==> config.mk <==
export PLATFORM = sky130hd
export DESIGN_NAME = hamming_decode_seq
export DESIGN_NICKNAME = d
export VERILOG_FILES = /design/src/rtl/hamming_decode_seq.sv
export SDC_FILE = /design/constraint.sdc
export NUM_CORES = 1
export LEC_CHECK = 0
export ABC_AREA = 1
export CAP_MARGIN = 20
export CORE_MARGIN = 4
export CORE_UTILIZATION = 25
export CTS_BUF_LIST = sky130_fd_sc_hd__clkbuf_4
export DETAILED_ROUTE_END_ITERATION = 12
export DONT_BUFFER_PORTS = 1
export SLEW_MARGIN = 20
export SYNTH_ARGS = -nofsm -noshare
export SYNTH_HDL_FRONTEND = slang
export SYNTH_SLANG_ARGS = --single-unit
==> constraint.sdc <==
create_clock -name clk -period 4.02 [get_ports clk]
set_clock_uncertainty 0.2 [all_clocks]
set_input_delay 0.603 -clock clk [delete_from_list [all_inputs] [get_ports clk]]
set_output_delay 0.603 -clock clk [all_outputs]
set_load 0.05 [all_outputs]
==> src/rtl/hamming_decode_seq.sv <==
// Byte-serial SECDED Hamming(16,11) decoder.
// Collects a 16-bit codeword as two bytes (LSW then MSW), computes the
// syndrome and overall parity in a dedicated cycle, then holds the decoded
// word and its status until the consumer takes it. Two saturating counters
// track corrected and detected-uncorrectable results.
module hamming_decode_seq #(
    parameter int CNT_W = 8
) (
    input  logic             clk,
    input  logic             rst_n,
    input  logic [7:0]       in_byte_i,
    input  logic             in_valid_i,
    output logic             in_ready_o,
    output logic [10:0]      out_data_o,
    output logic [1:0]       out_status_o,
    output logic             out_valid_o,
    input  logic             out_ready_i,
    input  logic             cnt_clr_i,
    output logic [CNT_W-1:0] corr_cnt_o,
    output logic [CNT_W-1:0] derr_cnt_o
);

    typedef enum logic [1:0] {
        WAIT_LSW = 2'd0,
        WAIT_MSW = 2'd1,
        CALC     = 2'd2,
        DONE     = 2'd3
    } state_e;

    localparam logic [1:0] ST_CLEAN = 2'b00;
    localparam logic [1:0] ST_CORR  = 2'b01;
    localparam logic [1:0] ST_DERR  = 2'b10;

    state_e           state_q;
    logic [7:0]       lsw_q, msw_q;
    logic [3:0]       syn_q;
    logic             par_q;
    logic             in_ready_q, out_valid_q;
    logic [CNT_W-1:0] corr_q, derr_q;

    logic [15:0]      cw;
    logic [3:0]       syn_d;
    logic             par_d;
    logic [1:0]       calc_status;
    logic [15:0]      cw_fix;
    logic             in_fire;

    // Status encoding shared by the output path and the counter update.
    function automatic logic [1:0] status_f(input logic [3:0] s, input logic p);
        if (p)            return ST_CORR;
        else if (s != 0)  return ST_DERR;
        else              return ST_CLEAN;
    endfunction

    assign cw      = {msw_q, lsw_q};
    assign in_fire = in_valid_i && in_ready_q;

    // Syndrome = XOR of set-bit positions; overall parity covers all 16 bits.
    always_comb begin
        syn_d = '0;
        for (int i = 1; i < 16; i++) begin
            if (cw[i]) syn_d = syn_d ^ 4'(i);
        end
        par_d       = ^cw;
        calc_status = status_f(syn_d, par_d);
    end

    // Output decode works only from registered state, so OUT_* stay stable in DONE.
    // A p0-only error (s=0) leaves the data bits untouched; a double error is
    // reported with the data extracted as received.
    always_comb begin
        cw_fix = cw;
        if (par_q && (syn_q != 4'd0)) cw_fix[syn_q] = ~cw[syn_q];
        out_data_o   = {cw_fix[15:9], cw_fix[7:5], cw_fix[3]};
        out_status_o = status_f(syn_q, par_q);
    end

    assign in_ready_o  = in_ready_q;
    assign out_valid_o = out_valid_q;
    assign corr_cnt_o  = corr_q;
    assign derr_cnt_o  = derr_q;

    // Control FSM: byte capture, one syndrome cycle, then hold until taken.
    always_ff @(posedge clk or negedge rst_n) begin
        if (!rst_n) begin
            state_q     <= WAIT_LSW;
            lsw_q       <= '0;
            msw_q       <= '0;
            syn_q       <= '0;
            par_q       <= 1'b0;
            in_ready_q  <= 1'b1;
            out_valid_q <= 1'b0;
        end else begin
            case (state_q)
                WAIT_LSW: begin
                    if (in_fire) begin
                        lsw_q   <= in_byte_i;
                        state_q <= WAIT_MSW;
                    end
                end
                WAIT_MSW: begin
                    if (in_fire) begin
                        msw_q      <= in_byte_i;
                        in_ready_q <= 1'b0;
                        state_q    <= CALC;
                    end
                end
                CALC: begin
                    syn_q       <= syn_d;
                    par_q       <= par_d;
                    out_valid_q <= 1'b1;
                    state_q     <= DONE;
                end
                DONE: begin
                    if (out_ready_i) begin
                        out_valid_q <= 1'b0;
                        in_ready_q  <= 1'b1;
                        state_q     <= WAIT_LSW;
                    end
                end
                default: begin
                    state_q     <= WAIT_LSW;
                    in_ready_q  <= 1'b1;
                    out_valid_q <= 1'b0;
                end
            endcase
        end
    end

    // Saturating result counters; bumped once per result as CALC hands over to DONE,
    // with a clear on the same edge taking priority.
    always_ff @(posedge clk or negedge rst_n) begin
        if (!rst_n) begin
            corr_q <= '0;
            derr_q <= '0;
        end else if (cnt_clr_i) begin
            corr_q <= '0;
            derr_q <= '0;
        end else if (state_q == CALC) begin
            if (calc_status == ST_CORR && corr_q != '1) corr_q <= corr_q + 1'b1;
            if (calc_status == ST_DERR && derr_q != '1) derr_q <= derr_q + 1'b1;
        end
    end

endmodule
# After elaboration in Yosys (flattened, before gate mapping)
# Index checks and enable logic that the tools add are counted.
# totals
register_bits,41
inputBits,13
out_inout_bits,31
elab_cells,99
# op_classes
add_sub_neg,2
n_lt_le_gt_ge,2
n_eq_ne,10
mux,40
bitwise,15
reduce_logical,21
# op_table
cell,n
two-way mux 8 bit,6
two-way mux 4 bit,8
two-way mux 2 bit,9
"adder 8 x 1 -> 8 bit, second input constant",2
bitwise mux 16 bit,1
two-way mux 16 bit,1
"inequality test 8 bit, second input constant",2
parity 16 bit,1
two-way mux 3 bit,4
NOT 2 bit,6
NOT 3 bit,4
AND reduction 2 bit,5
nonzero test 2 bit,5
one-hot mux 2 bit (4 select lines),1
nonzero test 4 bit,2
"equality test 2 bit, second input constant",3
two-way mux 1 bit,6
"inequality test 2 bit, second input constant",3
AND reduction 3 bit,2
logical AND 1 bit,5
"less-than comparator 4 x 5 -> 1 bit, second input constant",1
binary-select mux 1 bit (select 4 bit),1
demux 1 bit (select 4 bit),1
"equality test 2 x 1 -> 1 bit, second input constant",2
other kinds (6),9

# Logic depth before layout (Yosys ltp)
# Gate-level depths: netlist of the first run.
# depth
ltp_word,34
depth_mapped,16
ltp_nobuf,15

# Worst setup path after synthesis of the first run
# Ideal clock, no wire load.
# synth_timing
path_type,reg2out
startpoint,reg syn_q[1]
endpoint,out out_data_o[0]
arrival_ns,1.977
required_ns,3.217
path_slack_ns,1.240
path_stages_with_launch,9
path_buffers,1
cell_sequence,dfrtp_1 -> nor2_1 -> inv_1 -> o21ai_0 -> nor2_1 -> o21ai_0 -> nor2_1 -> buf_2 -> a21oi_1
# synth_between
elab_chain_cells,6
word_cells_on_any_way,12
classes_between,order compare: 2; mux: 6; bitwise: 1; reduce/logical: 3
# synth_lines
element,line_no,text
start: declaration,36,logic [3:0] syn_q;
start signal: assignment,109,syn_q <= syn_d;
less-than comparator 4 x 5 -> 1 bit (not written as such) / >= comparator 4 x 1 -> 1 bit (equally long branches),73,if (par_q && (syn_q != 4'd0)) cw_fix[syn_q] = ~cw[syn_q];
logical AND 1 bit (not written as such),73,
two-way mux 1 bit (not written as such),73,
demux 1 bit (select 4 bit),73,
bitwise mux 16 bit,73,
two-way mux 16 bit *,73,
end: declaration,14,"output logic [10:0] out_data_o,"
# Mark *: on every way between the ends. The rest lies on a longest branch, timed or not. The select of a mux whose other input is x is not followed.

# Worst setup path in the final report of the first run
# layout_timing
startpoint,reg syn_q[0]
endpoint,out out_data_o[4]
# The elaborated chain is that of the path after synthesis.

==> flow_summary.ini, run 1 <==
[outcome]
status = finished, final reports clean

[worst_setup_path]
cpMostUsedCell = o21ai_0
worstSetupStartpointType = register
setup.worst_path.end = out_data_o[4]
critPathSlowestCell = nor2_1
cpPeakStageDelay_ns = 0.59
worstSetupPathType = reg2out
cp-end-kind = primary output
ff2ff_path_depth = 9
crit_start = syn_q[0]
rr_endpoint = derr_cnt_o[4]
crit_chain = inv_1 -> nor2_1 -> nand2_1 -> o21ai_0 -> o21ai_0 -> o21ai_0 -> nor2_1 -> a21oi_1 -> buf_4
r2r_slack_ns = 1.86
r2r-start = derr_cnt_o[0]
cp.required_ns = 3.22
crit_fanout = 11
critPathArrivalTime_ns = 2.40

[logic_synthesis]
synth_edf_count = 0
yosysWarnings = 0
ys_ff_latch = 41
synth-main-ff-cell = dfrtp_1
netlist_area_mm2 = 0.00300
ys_seq_area_share_pct = 34.3
syn_avg_cell_area_um2 = 6.62
async_reset_ff_share_pct = 100
syn_inst = 453
synth_nets = 473
synth_cell_types = 30

[timing]
slew_violations = 0
finalSetupTns_ns = 0
max_slew.worst_pin.slew_ns = 0.737
finalHoldViolCount = 0
clock.fmax_mhz = 312
rsz0062_at_grt = no
finalWorstSetupSlack_ns = 0.815
relSlewSlack_pct = 50.7
setup_violations = 0
period_share_pct = 79.7
finalWorstPathRequiredPeriod_ns = 3.20

[placement]
dp_hpwl_mm = 5.74
place_inst = 596
placed_area_mm2 = 0.00319
port_buffers = 0
place_ws_ns = 1.26
place_congestion = 0.864

[flow_run]
drv_cap = 0

[clock_network]
numClockSinks = 41
worstSkewPairLatency_ns = 0.37
cts-root-buf = clkbuf_4
clkSlewWorstSetupHoldPaths_ns = 0.13
cts_tree = done
cts.path.max_buffers = 2
numCtsBuffers = 5
htreeDepth = 2

[power_and_ir_drop]
power.internal_mw = 1.27
powerDensity_mw_per_mm2 = 924
swShare_pct = 58.5
power.total_mw = 3.06
max-vdd-ir-drop_mv = 0.255
p_clk_share_pct = 9.1
p_leak_nw = 1.74
pwr-share-seq_pct = 29.2
comb_power_share_pct = 61.7
p_sw_mw = 1.79

[global_route]
grt_pass1_vias = 2475
antenna_found_initial = 1
overflow = 0
grt_max_degree = 42
grt.total_usage_pct = 11.0
grt_pass1_wl_mm = 12.6

[drt]
drtIter0Drc = 139
via_count = 2743
drc = 0
ant_nets = 0
finalWirelength_mm = 7.62
post_drt_wl_per_cell_um = 12.5
via_per_inst = 4.52
first_pass_iters = 4

[floorplanning]
rows = 39
die_w_um = 117
die-area_mm2 = 0.0138
ios = 44
dieHeight_um = 117
initial_core_util_pct = 25.9
coreArea_mm2 = 0.0116

[worst_hold_path]
hold_path_class = in2reg

[cells_and_area]
final_area_mm2 = 0.00331
layout.nets = 482
area_growth_syn_to_layout_pct = 10.4
drive_above_1_share_pct = 11.7
fin_cells = 607
-- power by group through the flow --
stage / Clock [mW] / Sequential, mW / Combinational [mW]
after global placement: 0 / 0.896 / 1.85
final: 0.278 / 0.893 / 1.89
after global routing: 0.306 / 0.924 / 2.12
after CTS: 0.290 / 0.896 / 1.91
after detailed placement: 0 / 0.903 / 1.89
after floorplan: 0 / 0.774 / 1.61
-- through the flow --
step	hold WS [ns]	util, %
floorplan	0.107	-
detailed placement	0.110	27.6
global route	0.180	28.6
finish	0.181	28.6
CTS	0.154	28.6
global placement	0.109	27.6
-- kinds of logic after synthesis --
logic type | after synthesis | share of synthesized area [%]
XOR/XNOR | 13 | 3.80
AND/OR/NAND/NOR | 272 | 40.2
buffers and inverters | 66 | 9.44
adder cells (fa/ha/maj) | 7 | 2.92
AO/OA/AOI/OAI | 54 | 9.35
flip-flops | 41 | 34.3
-- cells in the final DEF (no fill, tap or decap) --
cell type      instances
nand2_1              175
nor2_1                48
inv_1                 45
dfrtp_1               40
o21ai_0               34
a21oi_1               14
buf_4                 12
nand3_1               10
nand4_1               10
inv_2                  8
nand3_2                8
nand2_2                7
xor2_1                 7
ha_1                   7
xnor2_1                6
clkbuf_4               6
nor3_1                 5
o22ai_1                4
nand2_4                4
nor2_2                 2
diode_2                1
a41oi_1                1
nand2_8                1
inv_6                  1
nor2_4                 1
nand3_4                1
a31oi_1                1
bufinv_16              1
clkinv_1               1
buf_16                 1
dlygate4sd3_1          1
dfstp_2                1
-- worst max-delay path: cells and delay by family (launching register included) --
kind / cells / cell delay (ns)
simple gates: 3 / 0.77
compound gates: 4 / 0.48
flops: 1 / 0.43
buf+inv: 2 / 0.34
-- how the worst min path moves through the flow --
| stage | from | to | slack (ns) | depth (start not counted) |
|---|---|---|---|---|
| floorplan | rst_n | corr_cnt_o[0] | 0.11 | 0 |
| global placement | rst_n | msw_q[3] | 0.11 | 0 |
| detailed placement | rst_n | lsw_q[3] | 0.11 | 0 |
| CTS | cnt_clr_i | corr_cnt_o[2] | 0.15 | 3 |
| global route | out_ready_i | in_ready_o | 0.18 | 2 |
| finish | cnt_clr_i | corr_cnt_o[2] | 0.18 | 3 |
-- metal layers --
metal  vias up  track usage, %  share of wire, %
met5         -               0                 0
met4         0            4.54               2.1
met3        10            3.03               5.2
met2        47            17.3                46
met1      1251            14.4                46
li1       1435               -                 -
-- layout make-up --
cell class	instances	area, um2
fillers	1258	8260
multi-input cells	346	1690
flip-flops and latches	41	1030
inverters	54	208
well taps	143	179
repair buffers	14	128
clock buffers	6	45.0
clock inverters	2	33.8
diodes	1	2.50
-- state kept, by name, indices dropped and copies added (netlist names) --
name and flops:
msw_q 8, out_valid_o 1, corr_cnt_o 8, derr_cnt_o 8, syn_q 4, state_q 2, in_ready_o 1, par_q 1
lsw_q 8
-- synth_stat cells (2+ instances only) --
library cell / number / area share, %
nand3_2: 8 / 2.7
nor3_1: 5 / 0.83
o22ai_1: 4 / 0.83
nor2_1: 48 / 6.0
nand2_1: 175 / 22
inv_1: 45 / 5.6
xor2_1: 7 / 2.0
nand2_4: 4 / 1.5
nand4_1: 10 / 2.1
nand3_1: 10 / 1.7
buf_6: 2 / 0.75
inv_2: 8 / 1.0
buf_4: 2 / 0.50
ha_1: 7 / 2.9
xnor2_1: 6 / 1.8
nor2_2: 2 / 0.42
buf_2: 3 / 0.50
clkbuf_1: 4 / 0.50
dfrtp_1: 40 / 33
a21oi_1: 14 / 2.3
o21ai_0: 34 / 5.7
nand2_2: 7 / 1.5
-- timing repair --
item                                   4_1_cts  5_1_grt
buffers inserted                             0        0
resized for setup                            0        0
setup endpoints to repair                    0        0
hold buffers                                 2        0
endpoints found under the hold margin       41        0
(Power assumes the default switching activity.)
==> run 2: changes to the inputs <==
- ABC_AREA: 1 -> 0
- clock period: 4.02 -> 3.2 ns (I/O delays scaled with it)
==> run 2 against run 1 <==
  * Register-to-register slack got worse by 1.3 ns
  * Synthesized cell count is 46% lower
  * Die area shrank 16%
  * Synthesized area shrank 17%
  * Worst setup slack worse by 0.59 ns
  * Cell area is 17% lower
  * Sequential cell count is the same
  * Sequential share of layout area rose by 6.2 points
  * Critical endpoint is now out_data_o[6]
  * Largest cell class unchanged
  * Highest routed layer unchanged
==> flow_summary.ini, run 2 <==
[outcome]
status = finished, final reports clean

[worst_setup_path]
cp-end-kind = primary output
crit_fanout = 11
crit_chain = mux4_2 -> mux2_2 -> o21ai_0 -> buf_4 -> mux2_2
worstSetupStartpointType = register
setup.worst_path.end = out_data_o[6]
r2r_slack_ns = 0.60
rr_endpoint = derr_cnt_o[5]
critPathSlowestCell = mux4_2
cpMostUsedCell = mux2_2
worstSetupPathType = reg2out
critPathArrivalTime_ns = 2.29
crit_start = syn_q[0]
ff2ff_path_depth = 7
cp.required_ns = 2.52
cpPeakStageDelay_ns = 0.51
r2r-start = msw_q[7]

[logic_synthesis]
synth_top_family_by_area = multiplexers
synth-simple-area-share_pct = 16.1
synthMuxAreaShare_pct = 18.1
yosysWarnings = 0
synth_edf_count = 0
syn_inst = 244
synth_nets = 264
synth_top_cell_area_share_pct = 40.4
synth_xor_area_share_pct = 13.1
netlist_area_mm2 = 0.00248
synth_compound_area_share_pct = 4.89
ys_ff_latch = 41
synth_commonest_cells = dfrtp_1, nor2_1, xnor2_1
ys_seq_area_share_pct = 41.4
yosys-top-cells-area = dfrtp_1, mux2_2, xnor2_1
yosysMostFrequentCell = dfrtp_1
synth_cell_types = 31
synth-main-ff-cell = dfrtp_1
async_reset_ff_share_pct = 100
synth_fa_ha_area_share_pct = 3.53
syn_avg_cell_area_um2 = 10.2
synth_area_leader_cell = dfrtp_1

[flow_run]
drv_cap = 0

[timing]
finalSetupTns_ns = 0
finalWorstPathRequiredPeriod_ns = 2.97
setup_violations = 0
max_slew.worst_pin.slew_ns = 0.626
clock.fmax_mhz = 337
rsz0062_at_grt = no
fin_hold_ws_ns = 0.0666
slew_violations = 0
relSlewSlack_pct = 58.3
finalHoldViolCount = 0
period_share_pct = 92.9

[placement]
port_buffers = 0
place_congestion = 0.796
place_inst = 376
dp_hpwl_mm = 4.16

[clock_network]
post_cts_buffers = 0
cts_tree = done
cts-root-buf = clkbuf_4
cts.path.max_buffers = 2
numCtsBuffers = 5
clkSlewWorstSetupHoldPaths_ns = 0.13
numClockSinks = 41
worstSkewPairLatency_ns = 0.35
htreeDepth = 2

[drt]
drtIter0Drc = 78
drc = 0
ant_nets = 0
via_count = 1741
finalWirelength_mm = 5.56
first_pass_iters = 4
via_per_inst = 4.51
post_drt_wl_per_cell_um = 14.4

[global_route]
grt_max_degree = 42
grt.total_usage_pct = 10.2
overflow = 0
antenna_found_initial = 0
grt_pass1_vias = 1749
grt_pass1_wl_mm = 9.25

[floorplanning]
ios = 44
dieHeight_um = 108
coreArea_mm2 = 0.00973
rows = 36
die-area_mm2 = 0.0116
initial_core_util_pct = 25.5
die_w_um = 108

[worst_hold_path]
hold_path_class = in2reg

[cells_and_area]
layout_commonest_cell = dfrtp_1
most-common-layout-cells = dfrtp_1, nor2_1, xnor2_1
drive_above_1_share_pct = 20.2
diodes = 0
fin_cells = 386
layout.nets = 273
area_growth_syn_to_layout_pct = 11.4
## run 2: metrics by stage
| step | util (%) | instance area (um2) | setup slack (ns) |
|---|---|---|---|
| 6_report | 28.4 | 2760 | 0.228 |
| 2_1_floorplan | - | 2480 | 0.335 |
| 5_1_grt | 28.4 | 2760 | 0.0763 |
| 4_1_cts | 28.4 | 2760 | 0.104 |
| 3_3_place_gp | 27.5 | 2670 | 0.523 |
| 3_5_place_dp | 27.5 | 2670 | 0.517 |
## run 2: layout make-up
| cell class | instances | area [um2] |
|---|---|---|
| well taps | 133 | 166 |
| repair buffers | 13 | 115 |
| flip-flops and latches | 41 | 1030 |
| clock inverters | 2 | 11.3 |
| clock buffers | 5 | 37.5 |
| inverters | 6 | 22.5 |
| multi-input cells | 186 | 1380 |
| fillers | 1034 | 6970 |
## run 2: cell families (layout without fill, tap and decap cells)
group | Yosys count | in the layout
AOI/OAI and AO/OA | 22 | 22
xor gates and xnor gates | 37 | 37
adders and majority gates | 7 | 7
buffers and inverters | 17 | 26
DFF | 41 | 41
muxes | 36 | 36
and+or+nand+nor | 84 | 84
## run 2: repair_timing
| action | CTS | global route |
|---|---|---|
| endpoints found under the hold margin | 54 | 0 |
| endpoints found under the setup margin | 0 | 11 |
| hold buffers | 3 | 0 |
| gates resized for setup | 0 | 1 |
## run 2: worst max-delay path, delay by kind of cell (launching register included)
kind | cells | cell delay (ns)
DFF | 1 | 0.50
AOI/OAI and AO/OA | 1 | 0.14
buffers and inverters | 1 | 0.18
muxes | 3 | 1.12
## run 2: worst min-delay path by stage
| stage | startpoint | to | slack [ns] | cells past startpoint |
|---|---|---|---|---|
| 3_5_place_dp | rst_n | derr_cnt_o[4] | -0.01 | 0 |
| 3_3_place_gp | rst_n | derr_cnt_o[4] | -0.01 | 0 |
| 6_report | in_byte_i[0] | lsw_q[0] | 0.07 | 1 |
| 5_1_grt | in_byte_i[0] | msw_q[0] | 0.03 | 1 |
| 2_1_floorplan | rst_n | corr_cnt_o[0] | -0.02 | 0 |
| 4_1_cts | in_byte_i[0] | lsw_q[0] | 0.04 | 1 |
## run 2: layer usage
layer / track usage (%) / wire length (um) / vias up
met2: 17.0 / 2740 / 34
met4: 2.98 / 69 / 0
met1: 11.6 / 2250 / 844
met3: 4.86 / 501 / 5
li1: - / - / 858
met5: 0 / 0 / -
Power of run 2 is not shown: default switching activity piles up to over one toggle a cycle in this logic, so the estimate is an artifact.
==> run 3: changes to the inputs <==
- ABC_AREA: 0 -> 1
- BUFFER_PORTS_ARGS: default -> -buffer_cell sky130_fd_sc_hd__buf_2
- DONT_BUFFER_PORTS: 1 -> default
==> run 3 against run 2 <==
  * Die area is 19% higher
  * Global-route usage rose by 1.5 points
  * Sequential cell count unchanged
  * Hold slack improved by 0.12 ns
  * Cell count is 66% higher
  * Non-clock buffer count grew 33
  * Worst setup slack improved by 0.039 ns
  * Sequential share of layout area down 7.2 points
  * Cell area increased by 24%
  * First-iteration DRC count is 100% higher
  * Critical endpoint is now out_data_o[3]
==> flow_summary.ini, run 3 (synthesis gave the netlist of run 1 again) <==
[cells_and_area]
fillCellCount = 1275
layout_commonest_cell = nand2_1
final_core_util_pct = 29.6
drive_above_1_share_pct = 18.0
most-common-layout-cells = nand2_1, nor2_1, inv_1
layout.nets = 514
fin_cells = 639
final_area_mm2 = 0.00342
area_growth_syn_to_layout_pct = 14.2

[power_and_ir_drop]
power.internal_mw = 1.56
power.total_mw = 3.86
comb_power_share_pct = 67.9
p_sw_mw = 2.30
max-vdd-ir-drop_mv = 0.270
pwr-share-seq_pct = 24.9
swShare_pct = 59.6
p_leak_nw = 1.87
p_clk_share_pct = 7.3
powerDensity_mw_per_mm2 = 1130

[timing]
finalWorstPathRequiredPeriod_ns = 2.93
relSlewSlack_pct = 63.1
slew_violations = 0
finalHoldViolCount = 0
finalWorstSetupSlack_ns = 0.268
max_slew.worst_pin.slew_ns = 0.553
rsz0062_at_grt = no
fin_hold_ws_ns = 0.183
period_share_pct = 91.6
setup_violations = 0
finalSetupTns_ns = 0
clock.fmax_mhz = 341

[drt]
finalWirelength_mm = 7.82
ant_nets = 0
first_pass_iters = 5
drc = 0
drtIter0Drc = 158
via_count = 2921
post_drt_wl_per_cell_um = 12.2
via_per_inst = 4.57

[clock_network]
cts_tree = done
numClockSinks = 41
cts-root-buf = clkbuf_4
clkSlewWorstSetupHoldPaths_ns = 0.13
cts.path.max_buffers = 2
worstSkewPairLatency_ns = 0.36
numCtsBuffers = 5
htreeDepth = 2
post_cts_buffers = 0

[global_route]
antenna_found_initial = 1
grt.total_usage_pct = 11.7
grt_pass1_vias = 2909
grt_pass1_wl_mm = 13.5
grt_max_degree = 42
overflow = 0

[floorplanning]
die-area_mm2 = 0.0138
die_w_um = 117
coreArea_mm2 = 0.0116
rows = 39
dieHeight_um = 117
ios = 44
initial_core_util_pct = 25.9

[worst_setup_path]
crit_chain = nor2_1 -> inv_1 -> o21ai_0 -> nor2_1 -> o21ai_0 -> nor2_2 -> buf_4 -> a21oi_1 -> buf_2
cp.required_ns = 2.52
critPathArrivalTime_ns = 2.25
cpPeakStageDelay_ns = 0.48
cp-end-kind = primary output
critPathSlowestCell = dfrtp_1
crit_fanout = 7
worstSetupPathType = reg2out
worstSetupStartpointType = register

[placement]
place_congestion = 0.920
port_buffers = 43
place_inst = 629
placed_area_mm2 = 0.00333
place_ws_ns = 0.700
dp_hpwl_mm = 5.91

[worst_hold_path]
hold_path_class = in2reg

[flow_run]
drv_cap = 0

[outcome]
status = finished, final reports clean
==> run 3: changes by cell type in the layout (fill, tap and decap cells not counted), moves of 8 or more <==
cell     delta
buf_2      +37
inv_1      +39
inv_2       +8
mux2_2     -28
nand2_1   +167
nand3_2     +8
nor2_1     +11
o21ai_0    +28
xnor2_1    -29
==> run 3: power by group through the flow <==
stage / clock network (mW) / logic, mW / registers, mW
after CTS: 0.300 / 2.59 / 0.952
after detailed placement: 0 / 2.58 / 0.962
after global routing: 0.318 / 2.95 / 0.991
final: 0.280 / 2.62 / 0.959
after global placement: 0 / 2.54 / 0.957
after floorplan: 0 / 2.02 / 0.973
==> run 3: path summary, 6_finish.rpt <==
kind | start | to | slack (ns) | cells past startpoint
min in group asynchronous | rst_n | msw_q[5] | 0.43 | 2
hold reg to reg | out_valid_o | out_valid_o | 0.32 | 2
setup / recovery | syn_q[1] | out_data_o[3] | 0.27 | 9
setup reg to reg | state_q[0] | corr_cnt_o[2] | 1.10 | 9
max in group asynchronous | rst_n | corr_cnt_o[1] | 1.97 | 2
hold / removal | out_ready_i | in_ready_o | 0.18 | 3
==> run 3: critical path, delay by kind of cell, from the launching register on <==
kind / cells / cell delay (ns)
flip-flops: 1 / 0.48
AND/OR/NAND/NOR: 3 / 0.38
buffers and inverters: 3 / 0.54
AO/OA/AOI/OAI: 3 / 0.48
==> run 3: repair_timing <==
item | in CTS | in global routing
resized for setup | 0 | 8
hold endpoints to repair | 0 | 40
endpoints found under the setup margin | 0 | 6
hold buffers | 0 | 1
==> run 3: layout make-up <==
type                            count  area, um2  share of cell area [%]
Multi-Input combinational cell    346       1690                    49.5
Tap cell                          143        179                    5.23
Inverter                           54        208                    6.07
Antenna cell                        1       2.50                  0.0732
Sequential cell                    41       1030                    30.0
Clock buffer                        7       52.6                    1.54
Clock inverter                      1       5.00                   0.146
Timing Repair Buffer               46        255                    7.46
==> run 3: per-layer routing <==
metal	vias to the layer above	wire length, um	track usage (%)	share of wire (%)
met5	-	0	0	0
met4	0	150	4.54	1.9
met3	12	257	2.35	3.3
met2	60	3650	19.4	47
met1	1354	3760	14.9	48
li1	1495	-	-	-
